$ cat config.mk
export PLATFORM = sky130hd
export DESIGN_NAME = winner_queue_flat
export DESIGN_NICKNAME = d
export VERILOG_FILES = /design/src/rtl/winner_queue_if.sv /design/src/rtl/winner_queue.sv /design/src/flat_wrapper.sv
export SDC_FILE = /design/constraint.sdc
export NUM_CORES = 1
export LEC_CHECK = 0
export ABC_AREA = 0
export CAP_MARGIN = 0
export CORE_AREA = 5 5 91 93
export CTS_BUF_LIST = sky130_fd_sc_hd__clkbuf_8
export DETAILED_ROUTE_END_ITERATION = 10
export DIE_AREA = 0 0 96 98
export HOLD_SLACK_MARGIN = 0.06
export PLACE_DENSITY_LB_ADDON = 0.08
export REMOVE_ABC_BUFFERS = 1
export SKIP_CTS_REPAIR_TIMING = 1
export SLEW_MARGIN = 5
export SYNTH_ARGS = -nofsm -noshare
export SYNTH_HDL_FRONTEND = slang
export SYNTH_SLANG_ARGS = --single-unit
$ cat constraint.sdc
create_clock -name clk -period 6.05 [get_ports clk]
set_clock_uncertainty 0.2 [all_clocks]
set_input_delay 1.5125 -clock clk [delete_from_list [all_inputs] [get_ports clk]]
set_output_delay 1.5125 -clock clk [all_outputs]
set_load 0.01 [all_outputs]
$ cat src/rtl/winner_queue_if.sv
// Winner input channel and head-of-queue output channel between the aggregator,
// the queue and the consumer.
interface winner_queue_if #(
  parameter int KEY_WIDTH  = 6,
  parameter int DATA_WIDTH = 16
);
  logic                  winner_vld;
  logic [KEY_WIDTH-1:0]  winner_key;
  logic [DATA_WIDTH-1:0] winner_data;
  logic                  out_vld;
  logic [KEY_WIDTH-1:0]  out_key;
  logic [DATA_WIDTH-1:0] out_data;
  logic                  out_rdy;

  // master: aggregator/consumer side; slave: the queue itself
  modport master (
    output winner_vld, winner_key, winner_data, out_rdy,
    input  out_vld, out_key, out_data
  );
  modport slave (
    input  winner_vld, winner_key, winner_data, out_rdy,
    output out_vld, out_key, out_data
  );
endinterface

$ cat src/rtl/winner_queue.sv
// First-word-fall-through buffer for aggregator winners, with drop counting
// because the aggregator cannot be back-pressured.
module winner_queue #(
  parameter int KEY_WIDTH  = 6,
  parameter int DATA_WIDTH = 16,
  parameter int DEPTH      = 4,
  parameter int AF_LEVEL   = 3,
  parameter int CNT_WIDTH  = 8
) (
  input  logic                         clk,
  input  logic                         rst,
  winner_queue_if.slave                wq,
  output logic [$clog2(DEPTH+1)-1:0]   level,
  output logic                         almost_full,
  output logic                         overflow,
  output logic [CNT_WIDTH-1:0]         drop_cnt,
  input  logic                         clr_stat
);
  localparam int PTR_W = $clog2(DEPTH);
  localparam int LVL_W = $clog2(DEPTH+1);

  logic [KEY_WIDTH-1:0]  key_mem_q  [DEPTH];
  logic [DATA_WIDTH-1:0] data_mem_q [DEPTH];

  logic [PTR_W-1:0]     wr_ptr_q, wr_ptr_d;
  logic [PTR_W-1:0]     rd_ptr_q, rd_ptr_d;
  logic [LVL_W-1:0]     level_q, level_d;
  logic                 overflow_q, overflow_d;
  logic [CNT_WIDTH-1:0] drop_cnt_q, drop_cnt_d;

  logic not_empty, full, pop, push, drop;

  assign not_empty = (level_q != '0);
  assign full      = (level_q == LVL_W'(DEPTH));
  assign pop       = not_empty & wq.out_rdy;
  // a pop in the same cycle frees the slot, so a full queue still accepts
  assign push      = wq.winner_vld & (~full | pop);
  assign drop      = wq.winner_vld & full & ~pop;

  always_comb begin
    wr_ptr_d   = wr_ptr_q;
    rd_ptr_d   = rd_ptr_q;
    level_d    = level_q;
    overflow_d = overflow_q;
    drop_cnt_d = drop_cnt_q;

    if (push) wr_ptr_d = wr_ptr_q + PTR_W'(1);
    if (pop)  rd_ptr_d = rd_ptr_q + PTR_W'(1);

    case ({push, pop})
      2'b10:   level_d = level_q + LVL_W'(1);
      2'b01:   level_d = level_q - LVL_W'(1);
      default: level_d = level_q;
    endcase

    // clear first so a drop in the clearing cycle is still recorded
    if (clr_stat) begin
      overflow_d = 1'b0;
      drop_cnt_d = '0;
    end
    if (drop) begin
      overflow_d = 1'b1;
      if (drop_cnt_d != '1) drop_cnt_d = drop_cnt_d + CNT_WIDTH'(1);
    end
  end

  always_ff @(posedge clk) begin
    if (rst) begin
      wr_ptr_q   <= '0;
      rd_ptr_q   <= '0;
      level_q    <= '0;
      overflow_q <= 1'b0;
      drop_cnt_q <= '0;
    end else begin
      wr_ptr_q   <= wr_ptr_d;
      rd_ptr_q   <= rd_ptr_d;
      level_q    <= level_d;
      overflow_q <= overflow_d;
      drop_cnt_q <= drop_cnt_d;
    end
  end

  // storage is not reset; reads are masked while empty
  always_ff @(posedge clk) begin
    if (!rst && push) begin
      key_mem_q[wr_ptr_q]  <= wq.winner_key;
      data_mem_q[wr_ptr_q] <= wq.winner_data;
    end
  end

  assign wq.out_vld   = not_empty;
  assign wq.out_key   = not_empty ? key_mem_q[rd_ptr_q]  : '0;
  assign wq.out_data  = not_empty ? data_mem_q[rd_ptr_q] : '0;
  assign level        = level_q;
  assign almost_full  = (level_q >= LVL_W'(AF_LEVEL));
  assign overflow     = overflow_q;
  assign drop_cnt     = drop_cnt_q;
endmodule

$ cat src/flat_wrapper.sv
// flat-port wrapper written by rule: the top's interface ports become plain ports
module winner_queue_flat 
#(
  parameter int KEY_WIDTH  = 6,
  parameter int DATA_WIDTH = 16,
  parameter int DEPTH      = 4,
  parameter int AF_LEVEL   = 3,
  parameter int CNT_WIDTH  = 8
)
  (clk, rst, level, almost_full, overflow, drop_cnt, clr_stat, wq_winner_vld, wq_winner_key, wq_winner_data, wq_out_rdy, wq_out_vld, wq_out_key, wq_out_data);
  winner_queue_if #(.KEY_WIDTH(KEY_WIDTH), .DATA_WIDTH(DATA_WIDTH)) wq_i ();
  input  logic clk;
  input  logic rst;
  output logic [$clog2(DEPTH+1)-1:0] level;
  output logic almost_full;
  output logic overflow;
  output logic [CNT_WIDTH-1:0] drop_cnt;
  input  logic clr_stat;
  input wire logic [$bits(wq_i.winner_vld)-1:0] wq_winner_vld;
  input wire logic [$bits(wq_i.winner_key)-1:0] wq_winner_key;
  input wire logic [$bits(wq_i.winner_data)-1:0] wq_winner_data;
  input wire logic [$bits(wq_i.out_rdy)-1:0] wq_out_rdy;
  output wire logic [$bits(wq_i.out_vld)-1:0] wq_out_vld;
  output wire logic [$bits(wq_i.out_key)-1:0] wq_out_key;
  output wire logic [$bits(wq_i.out_data)-1:0] wq_out_data;
  assign wq_i.winner_vld = wq_winner_vld;
  assign wq_i.winner_key = wq_winner_key;
  assign wq_i.winner_data = wq_winner_data;
  assign wq_i.out_rdy = wq_out_rdy;
  assign wq_out_vld = wq_i.out_vld;
  assign wq_out_key = wq_i.out_key;
  assign wq_out_data = wq_i.out_data;
  winner_queue #(.KEY_WIDTH(KEY_WIDTH), .DATA_WIDTH(DATA_WIDTH), .DEPTH(DEPTH), .AF_LEVEL(AF_LEVEL), .CNT_WIDTH(CNT_WIDTH)) u_core (.clk(clk), .rst(rst), .wq(wq_i), .level(level), .almost_full(almost_full), .overflow(overflow), .drop_cnt(drop_cnt), .clr_stat(clr_stat));
endmodule
==> Word-level counts from Yosys, hierarchy flattened <==
Memory sizes are Yosys's and may differ from the RTL's. A register that Yosys moved wholly into a read port is not among the register bits.
Cells that the tools add are included.
{ "totals": {"wordCells": 43, "ram_bits": 88, "inputBits": 27, "reg_bits": 16, "n_memories": 2, "output_inout_bits": 36} }
{ "memory_table": {"columns": ["name", "depth", "word_bits", "read_ports", "rd_ports_with_merged_regs", "wr", "line", "rtl"], "rows": [
  ["u_core.data_mem_q", 4, 16, 1, 1, 1, "winner_queue.sv:23", "logic [DATA_WIDTH-1:0] data_mem_q [DEPTH];"],
  ["u_core.key_mem_q", 4, 6, 1, 1, 1, "winner_queue.sv:22", "logic [KEY_WIDTH-1:0] key_mem_q [DEPTH];"]
]} }
{ "classes": {"bitwise": 7, "magnitude_cmp": 1, "mux": 14, "eq_ne": 4, "n_reduce_logical": 5, "addsub": 5} }
{ "ops": {"columns": ["op", "count"], "rows": [
  ["two-way mux 8 bit", 3],
  ["two-way mux 16 bit", 1],
  ["adder 8 x 1 -> 8 bit (second input constant)", 1],
  ["two-way mux 2 bit", 4],
  ["!= test 8 bit (second input constant)", 1],
  ["two-way mux 6 bit", 1],
  ["one-hot mux 3 bit (2 select lines)", 1],
  ["adder 2 x 1 -> 2 bit (second input constant)", 2],
  ["AND 1 bit", 4],
  ["two-way mux 1 bit", 4],
  ["nonzero test 2 bit", 2],
  ["adder 3 x 1 -> 3 bit (second input constant)", 1],
  ["equality test 3 bit (second input constant)", 1],
  [">= comparator 3 x 2 -> 1 bit (second input constant)", 1],
  ["nonzero test 3 bit", 1],
  ["subtractor 3 x 1 -> 3 bit (second input constant)", 1],
  ["equality test 2 x 1 -> 1 bit (second input constant)", 1],
  ["equality test 2 bit (second input constant)", 1],
  ["NOT 1 bit", 2],
  ["logical AND 1 bit", 1],
  ["logical NOT 1 bit", 1],
  ["bitwise OR 1 bit", 1]
]} }

==> Longest topological paths before layout <==
Gate-level depths: netlist (run 1).
{ "depth": {"ltp_word": 7, "depth_mapped": 9, "ltp_nobuf": 8} }

==> Worst setup path before layout (run 1) <==
Ideal clock, no wire load.
{ "synth_path": {"kind": "input-to-reg", "startpoint": "in wq_out_rdy", "endpoint": "reg u_core.level_q[2], in the netlist u_core.level[2]", "slack_ns": 2.347, "arrival_ns": 3.433, "setup_ns": 0.071, "cell_stages": 9, "required_time_ns": 5.779, "n_path_buf": 1, "cell_sequence": "or4b_1 -> buf_2 -> nand2_1 -> ha_1 -> inv_1 -> fa_1 -> xor2_1 -> or3_1 -> a21oi_1"} }
{ "synth_between": {"elab_chain_cells": 5, "elab_cells_between_ends": 7, "classes_between": "2 x eq/ne; 1 x mux; 3 x bitwise; 1 x reduce/logical"} }
{ "synth_lines": {"columns": ["item", "line", "rtl"], "rows": [
  ["start: declaration", "flat_wrapper.sv:22", "input wire logic [$bits(wq_i.out_rdy)-1:0] wq_out_rdy;"],
  ["AND 1 bit (*)", "winner_queue.sv:35", "assign pop = not_empty & wq.out_rdy;"],
  ["bitwise OR 1 bit", "winner_queue.sv:37", "assign push = wq.winner_vld & (~full | pop);"],
  ["AND 1 bit", "winner_queue.sv:37", null],
  ["equality test 2 x 1 -> 1 bit / equality test 2 bit (equally long branches)", "winner_queue.sv:50", "case ({push, pop})"],
  ["one-hot mux 3 bit (2 select lines) / nonzero test 2 bit (equally long branches)", null, null],
  ["end signal: assignment", "winner_queue.sv:77", "level_q <= level_d;"],
  ["end: declaration", "winner_queue.sv:27", "logic [LVL_W-1:0] level_q, level_d;"]
]} }
Mark *: on every way between the ends. The rest lies on a longest branch, timed or not.
A chain may end at the register's enable or synchronous reset.

==> run_results.csv, run 1 <==
group,metric,value,unit
worst_setup_path,worstSetupEndpointType,"output port",
drt,avgRoutedWirePerCell,17.1,microns
floorplanning,die_h,98,microns
sta,fmax,239,MHz
drt,drc,0,
clocking,cts_inserted_buffers,9,
synthesis,synthTopCellsByArea,"edfxtp_1 (62%), mux4_2 (12%), dfxtp_1 (8.4%), and2_1 (4.1%), ha_1 (1.8%)",
synthesis,seq_area_frac_synth,0.704,
synthesis,yosysTopAreaCell,"edfxtp_1",
floorplanning,placementRows,32,
sta,setup_viol,0,
clocking,numClockSinks,106,
synthesis,ys.flop_type,"edfxtp_1",
synthesis,netlist_area,0.00427,sq mm
cells_and_area,nets,352,
synthesis,post-synth-top-count-cell,"edfxtp_1",
drt,vias,2259,
synthesis,ys_seq_elements,106,
global_routing,grt_pass1_wl,11900,microns
sta,drv_slew,0,
synthesis,async_flop_share,0,
floorplanning,dieArea,0.00941,sq mm
synthesis,avgSynthCellArea,16.9,sq um
global_routing,antenna_found_initial,0,
cells_and_area,fill_cells,541,
cells_and_area,n_antenna_cell,0,
synthesis,synth_edf_count,88,
clocking,cts_root_buf,"clkbuf_8",
synthesis,synth_top_area_frac,0.619,
worst_setup_path,rrSetupSlack,3130,ps
sta,min_period,4180,ps
drt,vias_per_cell,5.32,
cells_and_area,drive_gt1_frac,0.133,
clocking,clock_latency,350,ps
clocking,clock_path_buffers,2,
global_routing,grt_max_degree,26,
floorplanning,die_w,96,microns
sta,worst_slew_pin_slew,1090,ps
worst_setup_path,r2r_start,"u_core.level[0]",
global_routing,grt_use_total,0.167,
sta,rsz0062_at_grt,"no",
floorplanning,coreArea,0.00745,sq mm
drt,drt_wl_total,7270,microns
floorplanning,io_pins,63,
placed_design,gp_congestion,0.780,
worst_setup_path,start_kind,"register",
placed_design,numPortBuffers,62,
worst_setup_path,crit_fanout,22,
min_path,hold_start,"u_core.overflow",
power_and_ir_drop,peakVddDrop,0.000320,V
drt,postRouteAntennaNets,0,
flow_run,maxCapViolations,0,
sta,totalNegativeSetupSlack,0,ps
placed_design,dp_hpwl,4740,microns
synthesis,synth_cell_type_count,37,
worst_setup_path,crit_required,4340,ps
floorplanning,start_util,0.573,
drt,firstDrtPassIters,4,
worst_setup_path,critPathArrivalTime,2460,ps
power_and_ir_drop,powerDensity,359,mW/mm^2
worst_setup_path,path_class,"register to output port",
sta,max_slew_margin,0.270,
global_routing,overflow,0,
synthesis,synth_common_cells,"edfxtp_1 (88), and2_1 (28), mux4_2 (22)",
min_path,hp-class,"register to register",
clocking,clkTransAtPathRegs,100,ps
synthesis,ys_warn_count,0,
run_status,status,"completed",
clocking,tritoncts,"yes",
global_routing,grt_pass1_vias,2297,
sta,period_share,0.690,
cells_and_area,area_growth,21.7,%
sta,hold_viol,0,
synthesis,netlist_instances,252,
drt,drt_first_iter_violations,84,
power_and_ir_drop,leakagePower,1.69,nW
power_and_ir_drop,power,1.86,mW
clocking,cts_max_level,3,
==> registers in the layout, indices dropped and copies added (netlist names), named ones only <==
name and count:
u_core.rd_ptr_q 2, u_core.level 3, u_core.overflow 1, u_core.wr_ptr_q 2
u_core.key_mem_q 24, u_core.data_mem_q 64, u_core.drop_cnt 8
==> stage by stage <==
stage	cells	hold WS, ps	setup WS [ps]	instance area, sq um	utilization
6_report	425	271	1870	5190	0.697
5_1_grt	425	293	1700	5190	0.697
4_1_cts	425	273	1790	5190	0.697
3_5_place_dp	409	257	1700	4990	0.671
3_3_place_gp	409	246	1760	4990	0.671
2_1_floorplan	243	263	2300	4230	-
==> cell families after synthesis <==
family                   share of synthesized area
XOR/XNOR                                    0.0144
adder cells (fa/ha/maj)                     0.0223
AO/OA/AOI/OAI                               0.0235
flip-flops                                   0.704
multiplexers                                 0.119
AND/OR/NAND/NOR                              0.101
buffers and inverters                       0.0158
==> layout by cell type, fill, tap and decap left out, types with 2 or more instances in the layout <==
master           count
nand4_1              2
inv_6                3
buf_4                2
nor2b_1              2
xnor2_1              4
nand3_1              6
clkbuf_8             9
or3_1                3
inv_1                9
nand2_1              6
dfxtp_1             17
o21ai_1              2
o21ai_0              4
a21oi_1              9
edfxtp_1            88
ha_1                 6
nor2_1              14
and2_1              28
xor2_1               3
clkdlybuf4s50_1     62
mux4_2              22
==> final cells by class <==
class,count,area [sq um],area share
timing repair buffer,64,636,0.122
sequential,106,3000,0.579
tap,102,128,0.0246
clock inverter,7,75.1,0.0145
clock buffer,9,124,0.0239
inverter,8,30.0,0.00578
multi-input combinational,129,1200,0.230
==> worst max-delay path, stage by stage, from the launching register on <==
cell	delay, ps
dfxtp_1	1030
mux4_2	420
and2_1	180
clkdlybuf4s50_1	480
==> path summary, 6_finish.rpt <==
kind,end,cells past startpoint
setup / recovery,wq_out_key[1],3
hold / removal,u_core.overflow,2
setup reg to reg,u_core.level[2],8
hold reg to reg,u_core.overflow,2
==> routing by layer <==
metal / track usage / vias to the layer above / part of all wire
met5: 0 / - / 0
met3: 0.0331 / 6 / 0.043
li1: - / 1090 / -
met2: 0.267 / 58 / 0.51
met4: 0.0558 / 0 / 0.0081
met1: 0.230 / 1105 / 0.44
==> power by group <==
group / switching, mW / internal, mW / total, mW / leakage (nW)
Clock: 0.239 / 0.196 / 0.435 / 0.105
Combinational: 0.213 / 0.320 / 0.533 / 0.634
Sequential: 0.0616 / 0.833 / 0.894 / 0.946
Power figures use the tool's default switching activity.
==> run 2: changes to the inputs <==
Settings changed: CORE_AREA 5 5 91 93 to 5 5 94 96, DIE_AREA 0 0 96 98 to 0 0 99 101.
Clock period 6.05 ns to 4.2 ns, I/O delays scaled along.
==> run 2 against run 1 <==
Die area grew 6.3%. Total power rose by 47%. Final area rose by 1.4%. Sequential power rose by 40%. First-iteration DRC count down 17%. Via count rose by 3.8%. Combinational power grew 56%. Wire length grew 4.2%.
==> run_results.csv, run 2 (synthesis gave the netlist of run 1 again) <==
group,metric,value,unit
placed_design,dp_hpwl,4910,microns
placed_design,dpl_cell_area,0.00505,sq mm
power_and_ir_drop,peakVddDrop,0.000389,V
worst_setup_path,path_class,"register to output port",
clocking,cts_root_buf,"clkbuf_8",
sta,min_period,3540,ps
drt,vias_per_cell,5.40,
cells_and_area,n_antenna_cell,0,
drt,firstDrtPassIters,4,
cells_and_area,top_register,"u_core.data_mem_q",
global_routing,grt_pass1_wl,12500,microns
drt,avgRoutedWirePerCell,17.5,microns
floorplanning,start_util,0.535,
cells_and_area,final_common_cell,"edfxtp_1",
global_routing,grt_max_degree,26,
clocking,clock_latency,350,ps
global_routing,grt_pass1_vias,2517,
drt,drt_wl_total,7580,microns
worst_setup_path,critPathArrivalTime,2290,ps
drt,vias,2344,
clocking,clock_path_buffers,2,
sta,max_slew_margin,0.466,
cells_and_area,fill_cells,552,
floorplanning,dieArea,0.0100,sq mm
worst_setup_path,crit_required,2950,ps
sta,worst_slew_pin_slew,801,ps
floorplanning,die_h,101,microns
drt,drt_first_iter_violations,70,
floorplanning,io_pins,63,
clocking,cts_max_level,3,
sta,totalNegativeSetupSlack,0,ps
worst_setup_path,rrSetupSlack,1320,ps
cells_and_area,layout_common_cells,"edfxtp_1 (88), clkdlybuf4s50_1 (62), and2_1 (28)",
power_and_ir_drop,leakagePower,1.73,nW
clocking,cts_inserted_buffers,9,
sta,drv_slew,0,
sta,period_share,0.842,
clocking,tritoncts,"yes",
global_routing,grt_use_total,0.165,
sta,hold_viol,0,
run_status,status,"completed",
floorplanning,placementRows,33,
sta,fmax,283,MHz
flow_run,maxCapViolations,0,
worst_setup_path,start_kind,"register",
placed_design,gp_congestion,0.856,
floorplanning,die_w,99,microns
cells_and_area,area_growth,23.5,%
worst_setup_path,worstSetupEndpointType,"output port",
sta,rsz0062_at_grt,"no",
power_and_ir_drop,powerDensity,520,mW/mm^2
sta,setup_slack,664,ps
global_routing,overflow,0,
cells_and_area,largest_reg_flops,64,
global_routing,antenna_found_initial,0,
clocking,numClockSinks,106,
placed_design,placed_cells,418,
drt,drc,0,
power_and_ir_drop,power,2.74,mW
min_path,hp-class,"register to register",
worst_setup_path,crit_fanout,25,
sta,setup_viol,0,
drt,postRouteAntennaNets,0,
cells_and_area,drive_gt1_frac,0.149,
floorplanning,coreArea,0.00797,sq mm
clocking,clkTransAtPathRegs,90,ps
cells_and_area,fin_cells,434,
cells_and_area,stdcell_area,0.00527,sq mm
cells_and_area,nets,358,
placed_design,numPortBuffers,62,
placed_design,place_ws,503,ps
run 2: stage by stage:
step,util,hold slack (ps)
floorplan,-,263
CTS,0.661,281
detailed placement,0.634,260
global placement,0.634,250
finish,0.661,274
global route,0.661,316
run 2: power by group:
group,leakage (nW),total [mW],internal [mW],switching (mW)
clock,0.112,0.657,0.332,0.325
combinational,0.668,0.834,0.478,0.356
sequential,0.946,1.25,1.20,0.0483
run 2: critical path: stages, from the launching register on:
cell and delay [ps]:
dfxtp_1 460, or3_1 670, and2_1 240, clkdlybuf4s50_1 550
run 2: final timing paths:
check,startpoint,end,cells past startpoint
min,u_core.overflow,u_core.overflow,2
max reg2reg,u_core.level[1],u_core.level[2],8
min reg2reg,u_core.overflow,u_core.overflow,2
max,u_core.level[1],wq_out_data[15],3
run 2: metal layers:
| metal | vias to the layer above | share of wire | track usage |
|---|---|---|---|
| li1 | 1103 | - | - |
| met1 | 1176 | 0.43 | 0.209 |
| met2 | 55 | 0.51 | 0.271 |
| met3 | 10 | 0.047 | 0.0374 |
| met4 | 0 | 0.016 | 0.0788 |
| met5 | - | 0 | 0 |
run 2: area by class of cell:
class                   count  area (sq um)  share of cell area
flip-flops and latches    106          3000               0.570
repair buffers             70           693               0.132
clock inverters             7          88.8              0.0169
well taps                 105           131              0.0249
inverters                   8          30.0             0.00570
multi-input cells         129          1200               0.227
clock buffers               9           124              0.0235
